<file path="config.mk">
export PLATFORM = sky130hd
export DESIGN_NAME = mcu_playlist
export DESIGN_NICKNAME = d
export VERILOG_FILES = /design/src/rtl/mcu_playlist.sv
export SDC_FILE = /design/constraint.sdc
export NUM_CORES = 1
export LEC_CHECK = 0
export ABC_AREA = 1
export BUFFER_PORTS_ARGS = -buffer_cell sky130_fd_sc_hd__buf_2
export CAP_MARGIN = 20
export CELL_PAD_IN_SITES_DETAIL_PLACEMENT = 1
export CELL_PAD_IN_SITES_GLOBAL_PLACEMENT = 2
export CORE_UTILIZATION = 32
export CTS_CLUSTER_SIZE = 8
export DETAILED_ROUTE_END_ITERATION = 8
export PLACE_DENSITY_LB_ADDON = 0.25
export SLEW_MARGIN = 20
export SYNTH_ARGS = -nofsm -noshare
export SYNTH_HDL_FRONTEND = slang
export SYNTH_SLANG_ARGS = --single-unit
export TNS_END_PERCENT = 100
</file>
<file path="constraint.sdc">
create_clock -name clk -period 2 [get_ports clk]
set_input_delay 0.2 -clock clk [delete_from_list [all_inputs] [get_ports clk]]
set_output_delay 0.2 -clock clk [all_outputs]
set_load 0.05 [all_outputs]
</file>
<file path="src/rtl/mcu_playlist.sv">
// mcu_playlist: playlist control unit. Sequences play/pause, next/prev and
// end-of-song events over NUM_SONGS entries under one of four end-of-song
// policies (sequential, repeat-all, repeat-one, shuffle).
module mcu_playlist #(
  parameter int NUM_SONGS = 4,
  parameter int SONG_W    = 2
) (
  input  logic              clk,
  input  logic              reset,
  input  logic              play_pause,
  input  logic              next,
  input  logic              prev,
  input  logic              song_done,
  input  logic [1:0]        mode,
  output logic              play,
  output logic              reset_play,
  output logic [SONG_W-1:0] song
);

  localparam logic [2:0] ST_RESET   = 3'd0;
  localparam logic [2:0] ST_PAUSE   = 3'd1;
  localparam logic [2:0] ST_PLAY    = 3'd2;
  localparam logic [2:0] ST_ADV     = 3'd3;
  localparam logic [2:0] ST_RESTART = 3'd4;

  localparam logic [1:0] M_SEQ        = 2'b00;
  localparam logic [1:0] M_REPEAT_ALL = 2'b01;
  localparam logic [1:0] M_REPEAT_ONE = 2'b10;
  localparam logic [1:0] M_SHUFFLE    = 2'b11;

  localparam logic [SONG_W-1:0] LAST  = SONG_W'(NUM_SONGS - 1);
  localparam logic [SONG_W:0]   COUNT = (SONG_W + 1)'(NUM_SONGS);

  logic [2:0]        state, state_n;
  logic              resume, resume_n;
  logic [SONG_W-1:0] song_n;
  logic [SONG_W-1:0] fwd, bwd, cand, shuf, next_tgt;
  logic [7:0]        lfsr;
  logic              lfsr_fb;

  // Candidate targets: modulo-NUM_SONGS neighbours and the shuffle pick
  always_comb begin
    fwd      = (song == LAST) ? '0 : song + SONG_W'(1);
    bwd      = (song == '0) ? LAST : song - SONG_W'(1);
    cand     = lfsr[SONG_W-1:0];
    // An out-of-range or repeated candidate falls back to the forward
    // neighbour, so shuffle never replays the current song.
    shuf     = (({1'b0, cand} < COUNT) && (cand != song)) ? cand : fwd;
    next_tgt = (mode == M_SHUFFLE) ? shuf : fwd;
    lfsr_fb  = lfsr[7] ^ lfsr[5] ^ lfsr[4] ^ lfsr[3];
  end

  // Next-state decision: song index and resume flag are loaded on entry
  // to ADV/RESTART so they appear together with reset_play
  always_comb begin
    state_n  = state;
    song_n   = song;
    resume_n = resume;
    case (state)
      ST_RESET: state_n = ST_PAUSE;
      ST_PAUSE: begin
        if (next) begin
          state_n  = ST_ADV;
          song_n   = next_tgt;
          resume_n = 1'b0;
        end else if (prev) begin
          state_n  = ST_ADV;
          song_n   = bwd;
          resume_n = 1'b0;
        end else if (play_pause) begin
          state_n = ST_PLAY;
        end
      end
      ST_PLAY: begin
        if (next) begin
          state_n  = ST_ADV;
          song_n   = next_tgt;
          resume_n = 1'b1;
        end else if (prev) begin
          state_n  = ST_ADV;
          song_n   = bwd;
          resume_n = 1'b1;
        end else if (song_done) begin
          case (mode)
            M_SEQ: begin
              state_n  = ST_ADV;
              song_n   = fwd;
              resume_n = (song != LAST);
            end
            M_REPEAT_ALL: begin
              state_n  = ST_ADV;
              song_n   = fwd;
              resume_n = 1'b1;
            end
            M_REPEAT_ONE: begin
              state_n  = ST_RESTART;
              resume_n = 1'b1;
            end
            default: begin
              state_n  = ST_ADV;
              song_n   = shuf;
              resume_n = 1'b1;
            end
          endcase
        end else if (play_pause) begin
          state_n = ST_PAUSE;
        end
      end
      ST_ADV, ST_RESTART: state_n = resume ? ST_PLAY : ST_PAUSE;
      default: state_n = ST_RESET;
    endcase
  end

  // State, index, resume flag and free-running LFSR registers
  always_ff @(posedge clk) begin
    if (reset) begin
      state  <= ST_RESET;
      song   <= '0;
      resume <= 1'b0;
      lfsr   <= 8'h01;
    end else begin
      state  <= state_n;
      song   <= song_n;
      resume <= resume_n;
      lfsr   <= {lfsr[6:0], lfsr_fb};
    end
  end

  // Moore output decode from the state register
  always_comb begin
    play       = (state == ST_PLAY);
    reset_play = (state == ST_RESET) || (state == ST_ADV) || (state == ST_RESTART);
  end

endmodule

</file>
======== Yosys cells after proc, flatten, opt, wreduce, memory -nomap -nowiden ========
Index checks and enable logic that the tools add are counted.
word-level totals
  output and inout bits ................... 4
  bits in registers ....................... 14
cells by class
  mux-type cells .......................... 28
  eq/ne operators ......................... 15
  bitwise operators ....................... 3
  add/sub/neg operators ................... 2
  reduce and logical (&&, ||, !) cells .... 11
operator list
  cell                                                              number
  3-bit 2-to-1 mux                                                  8
  2-bit 2-to-1 mux                                                  10
  4-bit != test (second input constant)                             3
  3-bit one-hot mux with 4 select lines                             1
  2-bit one-hot mux with 2 select lines                             2
  2-bit == test (second input constant)                             3
  3-bit by 2-bit == test with 1-bit output (second input constant)  2
  1-bit 2-to-1 mux                                                  6
  5-bit != test (second input constant)                             1
  2-bit zero test                                                   2
  4-bit AND reduction                                               1
  2-bit OR reduction                                                2
  3-bit by 1-bit == test with 1-bit output (second input constant)  1
  3-bit == test (second input constant)                             1
  3-bit zero test                                                   1
  3-bit != test (second input constant)                             1
  3-bit AND reduction                                               1
  1-bit bitwise XOR                                                 3
  2-bit by 1-bit adder with 2-bit output (second input constant)    1
  2-bit by 1-bit == test with 1-bit output (second input constant)  1
  1-bit logical OR                                                  2
  2-bit != test                                                     1
  2-bit != test (second input constant)                             1
  1-bit one-hot mux with 2 select lines                             1
  other kinds (3)                                                   3

======== Longest topological paths before layout ========
Gate-level depths: netlist (run 1).
  depth in word-level cells ............... 8
  gate-level depth with buffers ........... 10
  gate-level depth less buffers ........... 10

======== Least setup slack after synthesis (run 1) ========
OpenSTA, ideal clock, no wires.
  kind .................................... reg-to-reg
  start point ............................. register song[0]
  end point ............................... register song[1]
  library setup time ...................... 70 ps
  cell stages (with the launch flop) ...... 8
  arrival ................................. 1546 ps
  clock period less this slack ............ 1616 ps
  setup slack ............................. 384 ps
  path buffers ............................ 0
  path through ............................ dfxtp_1 inv_2 ha_1 o211ai_1 nor2_1 nor2_1 nand2_1 a21oi_1
on the way
  cells in the longest elaborated chain, start to end .. 8
ends and longest elaborated chain
  item                                                                            line  source
  start, declared                                                                 17    output logic [SONG_W-1:0] song
  start signal, assigned                                                          123   song <= song_n;
  2-bit by 1-bit adder with 2-bit output / 2-bit == test (equally long branches)  43    fwd = (song == LAST) ? '0 : song + SONG_W'(1);
  2-bit 2-to-1 mux                                                                43
  2-bit 2-to-1 mux                                                                48    shuf = (({1'b0, cand} < COUNT) && (cand != song)) ? cand : fwd;
  2-bit one-hot mux with 2 select lines                                           84    case (mode)
  2-bit 2-to-1 mux                                                                83    end else if (song_done) begin
  2-bit 2-to-1 mux                                                                79    end else if (prev) begin
  2-bit 2-to-1 mux                                                                75    if (next) begin
  2-bit one-hot mux with 2 select lines (*)                                       59    case (state)
Mark *: on every way between the ends. The rest lies on a longest branch, timed or not. The select of a mux whose other input is x is not followed.
A chain may end at the register's enable or synchronous reset.

======== Worst setup path in the final report (run 1) ========
  start point ............................. register state[1]
  end point ............................... output port play
on the way
  cells in the longest elaborated chain, start to end .. 1
ends and longest elaborated chain
  item                                      line  source
  start, declared                           34    logic [2:0] state, state_n;
  start signal, assigned                    122   state <= state_n;
  3-bit by 2-bit == test with 1-bit output  131   play = (state == ST_PLAY);
  end, declared                             15    output logic play,
Every way passes these cells.

==> results by group, run 1 <==
Status
  – Status: completed

Logic synthesis
  – Mux cell area share after synthesis: 0
  – Post-synthesis compound-gate area fraction: 0.122
  – Adder-cell share of the synthesized area: 0.0305
  – Main combinational cell family by area after synthesis: simple AND/OR/NAND/NOR gates
  – Warnings, synthesis: 0
  – Post-Syn Instances: 122
  – Part of the Yosys area used for sequential elements: 0.342
  – Post-synth cell types: 24
  – Xor and xnor area share after synthesis: 0.0214
  – Average footprint of a synthesized cell: 6.72 um2
  – Syn_nets: 132
  – Synthesized area: 820 um2
  – FF+latch count, synth: 14
  – Simple-Gate Fraction of Synth Area: 0.374

Power
  – Sequential share of power: 0.446
  – Leakage: 0.443 nW
  – Switching pwr: 267 uW
  – Combinational power share: 0.344
  – Power per cell area: 766 nW/um2
  – Overall Power: 711 uW
  – Clk network pwr share: 0.211
  – Worst-case vdd ir drop: 0.432 mV
  – Net Sw Frac: 0.375
  – P_int: 445 uW

Routing
  – First-pass DRT Iterations: 4
  – Post-DRT Antenna Nets: 0
  – Initial DRC Count: 9
  – DR DRC count: 0
  – Vias per std cell: 4.66
  – DR vias: 760
  – Wire per inst: 11.1 um
  – Drt total wl: 1810 um

Worst setup path
  – Crit. End Element: output port
  – Top delay family on crit path: flip-flops
  – Critical-path cell with the highest stage delay: dfxtp_1
  – Data arrival, critical path: 1.27 ns
  – Crit path buf inv count: 2
  – WP data required: 1.80 ns
  – R2R setup slack: 0.63 ns
  – Max stage delay on crit path: 0.44 ns
  – CP Max Fanout: 5
  – Critical path class: reg2out
  – Worst setup SP type: flop
  – Crit path cell chain: nand3_2 > inv_2 > buf_2

Clocking
  – Num CTS Buffers: 3
  – Root buffer cell: clkbuf_4
  – Post-CTS Setup Inserts: 0
  – CTS clk-pin slew, worst paths: 0.08 ns
  – Hold Buf Count CTS: 0
  – CTS Buffer Depth: 2
  – # resized after CTS: 0
  – Sink Count: 14
  – Clock H-tree levels: 1
  – Clock Latency Late Sink: 0.27 ns
  – CTS tree: done

Worst hold path
  – Worst min-delay path category: in2reg

Layout
  – Core Util, Final: 0.400
  – Area of the multi-input gates: 449 um2
  – FILL cells: 319
  – Synthesis-to-layout area growth: 13.3%
  – N_diodes: 0
  – FF+latch area: 280 um2
  – Layout cells sized above 1: 0.237
  – Final #Nets: 147
  – Design Area, Final: 928 um2

Die
  – Num rows: 17
  – Starting Density: 0.353
  – Die Footprint: 2770 um2
  – Die Width: 52.6 um
  – Core area: 2320 um2
  – DIE HEIGHT: 52.6 um
  – Io pins: 12

Timing
  – Final-report setup violation count: 0
  – Setup TNS: 0 ns
  – Slew Limit Fails: 0
  – Slew headroom: 0.823
  – RSZ-0062 raised after global routing: no
  – Hold WS: 0.244 ns
  – Skew final: 0.00173 ns
  – Final hold violation count: 0
  – Worst slew pin tran: 0.265 ns
  – Final Cycle Share: 0.737
  – Fin crit period: 1.47 ns
  – Maximum achievable frequency: 679 MHz

Placed design
  – Dpl cell area: 906 um2
  – Gp weighted congestion: 0.777
  – Post-DP HPWL: 1510 um
  – Input/output buffers: 11

GRT
  – Grt met1 use: 0.207
  – Largest net degree at the start of global routing: 15
  – First-pass GRT wire length: 3070 um
  – Grt total ovfl: 0
  – Routing usage on met2: 0.234
  – Overall routing resource usage: 0.155
  – Vias in the first global route: 711
  – Initial antenna violation count: 0
  – Met3 Usage GRT: 0.0261
  – GR peak layer: met2

Run
  – Max-cap violations: 0
[power by group through the flow]
stage / Combinational (mW) / Sequential [mW] / Clock (mW)
3_3_place_gp: 0.244 / 0.323 / 0
4_1_cts: 0.247 / 0.317 / 0.163
3_5_place_dp: 0.247 / 0.324 / 0
2_1_floorplan: 0.171 / 0.341 / 0
6_report: 0.244 / 0.317 / 0.150
5_1_grt: 0.274 / 0.320 / 0.178
[final timing paths]
check / to / startpoint / depth (start not counted)
max: play / state[1] / 3
min: state[2] / song_done / 3
min reg2reg: lfsr[7] / lfsr[6] / 2
max reg2reg: song[1] / song[0] / 7
[tightest hold or removal path: cells and delay by family]
family / cells / cell delay [ns]
buffers and inverters: 1 / 0.13
and+or+nand+nor: 2 / 0.15
[metal layers]
| layer | part of all wire | wire length [um] |
|---|---|---|
| met5 | 0 | 0 |
| met4 | 0.0094 | 17 |
| met3 | 0.014 | 25 |
| met2 | 0.46 | 838 |
| met1 | 0.51 | 926 |
[cell families (layout without fill, tap and decap cells)]
kind of cell,Yosys count,in the layout
xor+xnor,2,2
buf+inv,24,37
simple gates,65,65
fa+ha+maj,2,2
compound gates,15,15
flops,14,14
[layout make-up]
cell class	instances	area share
clock buffers	3	0.0243
flip-flops and latches	14	0.302
multi-input cells	84	0.484
inverters	23	0.0930
well taps	28	0.0377
repair buffers	11	0.0593
[flip-flops by register name (all words and copies together), names as in the netlist]
signal  cells
state       3
resume      1
lfsr        8
song        2
[per-stage QoR]
step                      std cells  worst slack, ns
final                           163            0.526
after global routing            163            0.428
after CTS                       163            0.508
after detailed placement        160            0.638
after global placement          160            0.687
after floorplan                 122            0.384
[layout by cell type (no fill, tap or decap)]
cell,instances
a21oi_1,5
nor3_1,2
or2_2,1
buf_2,11
o21ai_2,1
nand3_4,1
nor2_1,15
o21ai_0,2
xnor2_1,1
dfxtp_1,14
nor2_4,1
nand3_1,8
nand4_1,2
nand2_4,2
xor2_1,1
inv_1,13
nand3_2,1
o211ai_1,2
inv_2,10
o21ai_4,1
ha_1,2
clkbuf_4,3
o21ai_1,2
nand2_1,32
o21a_1,2
[cell usage after synthesis (all sizes together)]
cell / n / share of area
nand2: 34 / 0.17
inv: 23 / 0.11
nor2: 16 / 0.082
dfxtp: 14 / 0.34
nand3: 10 / 0.082
o21ai: 6 / 0.055
a21oi: 5 / 0.031
ha: 2 / 0.031
nand4: 2 / 0.015
nor3: 2 / 0.012
o211ai: 2 / 0.018
o21a: 2 / 0.018
clkbuf: 1 / 0.0046
or2: 1 / 0.0076
xnor2: 1 / 0.011
xor2: 1 / 0.011
Note: power is estimated with default switching activity, not from simulation.
==> run 2, diff against run 1 <==
CORE_UTILIZATION = 29   (was 32)
clock period = 1.4 ns   (was 2 ns; I/O delays follow)
==> run 2 against run 1 <==
  * Hold slack got worse by 0.066 ns
  * Largest cell class unchanged
  * Via count rose by 4.1%
  * Clock-buffer cell count rose by 1
  * Sequential share of layout area fell by 1.1 points
  * Sequential power rose by 44%
  * Critical path type unchanged
  * Highest routed layer unchanged
  * Wire length rose by 8.2%
  * Critical path depth rose by 2
  * Total power rose by 58%
==> results by group, run 2 (same netlist as run 1, synthesis figures left out) <==
Placed design
  – Input/output buffers: 11
  – Gp weighted congestion: 0.848
  – Dpl cell area: 913 um2
  – Placed Instances: 162
  – Setup WS pre-CTS: 0.0959 ns
  – Post-DP HPWL: 1620 um

Routing
  – Wire per inst: 11.7 um
  – Initial DRC Count: 3
  – Vias per std cell: 4.74
  – DR DRC count: 0
  – Post-DRT Antenna Nets: 0
  – Drt total wl: 1960 um
  – DR vias: 791
  – First-pass DRT Iterations: 4

Layout
  – Max reg flops: 8
  – N_diodes: 0
  – Biggest regs: lfsr: 8 flops, state: 3 flops, song: 2 flops
  – Core Util, Final: 0.383
  – Final #Nets: 148
  – Largest Register: lfsr
  – Filler-free cell count of the finished design: 167
  – Synthesis-to-layout area growth: 20.0%
  – Most common cell after layout, fill and taps aside: nand2_1
  – Layout cells sized above 1: 0.285
  – Most frequent cells in the layout: 32 x nand2_1, 15 x nor2_1, 13 x inv_1
  – Design Area, Final: 983 um2

Worst setup path
  – End of the worst register-to-register path: song[1]
  – Critical path class: reg2out
  – CP Launch Point: state[0]
  – Crit. End Element: output port
  – WP data required: 1.26 ns
  – R2R setup slack: 0.16 ns
  – Register-to-Register Path Depth: 7
  – Worst setup SP type: flop
  – Data arrival, critical path: 1.17 ns
  – Reg2reg start: song[0]
  – CP Max Fanout: 5
  – CP endpoint: reset_play

Clocking
  – CTS tree: done
  – Clock Latency Late Sink: 0.28 ns
  – Sink Count: 14
  – Clock H-tree levels: 1
  – Num CTS Buffers: 3
  – CTS Buffer Depth: 2
  – Root buffer cell: clkbuf_4
  – CTS clk-pin slew, worst paths: 0.08 ns

Timing
  – Final Cycle Share: 0.937
  – Worst slew pin tran: 0.253 ns
  – Slew Limit Fails: 0
  – Hold WS: 0.177 ns
  – Worst Setup Slack, final: 0.0888 ns
  – Final-report setup violation count: 0
  – Skew final: 0.00142 ns
  – Slew headroom: 0.831
  – Setup TNS: 0 ns
  – Maximum achievable frequency: 763 MHz
  – Final hold violation count: 0
  – Fin crit period: 1.31 ns
  – RSZ-0062 raised after global routing: no

Power
  – P_int: 719 uW
  – Worst-case vdd ir drop: 0.621 mV
  – Net Sw Frac: 0.362
  – Clk network pwr share: 0.254
  – Sequential share of power: 0.405
  – Combinational power share: 0.341
  – Leakage: 0.460 nW
  – Power per cell area: 1140 nW/um2
  – Overall Power: 1.13 mW
  – Switching pwr: 407 uW

GRT
  – Vias in the first global route: 745
  – Largest net degree at the start of global routing: 15
  – Grt total ovfl: 0
  – Initial antenna violation count: 0
  – Overall routing resource usage: 0.154
  – First-pass GRT wire length: 3200 um

Die
  – Starting Density: 0.319
  – Die Footprint: 3040 um2
  – Io pins: 12
  – Die Width: 55.2 um
  – Num rows: 18
  – Core area: 2570 um2
  – DIE HEIGHT: 55.2 um

Run
  – Max-cap violations: 0

Worst hold path
  – WHS Path Cells: 2
  – Worst min-delay path category: in2reg

Status
  – Status: completed
[run 2: repair_timing]
action | CTS | global route
setup buffers | 0 | 1
cloned | 0 | 0
resized for setup | 1 | 5
endpoints found under the setup margin | 1 | 3
hold buffers | 0 | 0
[run 2: layer usage]
layer | vias to the layer above | global-route usage | wire length, um
li1 | 411 | - | -
met2 | 10 | 0.243 | 884
met3 | 4 | 0.00820 | 44
met1 | 366 | 0.202 | 976
met4 | 0 | 0.100 | 53
met5 | - | 0 | 0
[run 2: worst min path at each step]
stage / start / to
floorplan: reset / song[0]
global placement: lfsr[6] / lfsr[7]
detailed placement: lfsr[6] / lfsr[7]
CTS: reset / lfsr[5]
global route: reset / song[1]
finish: reset / song[1]
[run 2: power groups by stage]
stage / clock network [mW] / logic [mW] / registers, mW
2_1_floorplan: 0 / 0.244 / 0.490
5_1_grt: 0.308 / 0.424 / 0.461
4_1_cts: 0.302 / 0.358 / 0.457
3_3_place_gp: 0 / 0.349 / 0.464
6_report: 0.286 / 0.384 / 0.456
3_5_place_dp: 0 / 0.356 / 0.466
[run 2: final cells by class]
class / count / area [um2]
Clock buffer: 4 / 36.3
Tap cell: 30 / 37.5
Inverter: 23 / 86.3
Fill cell: 345 / 1580
Multi-Input combinational cell: 84 / 465
Timing Repair Buffer: 12 / 71.3
Sequential cell: 14 / 287
[run 2: worst max-delay path, cell delays in order (launching register included)]
cell and delay (ns):
dfxtp_1 0.34, inv_2 0.07, nor2_4 0.12, nand2_1 0.08, nand2_1 0.06, clkbuf_4 0.22
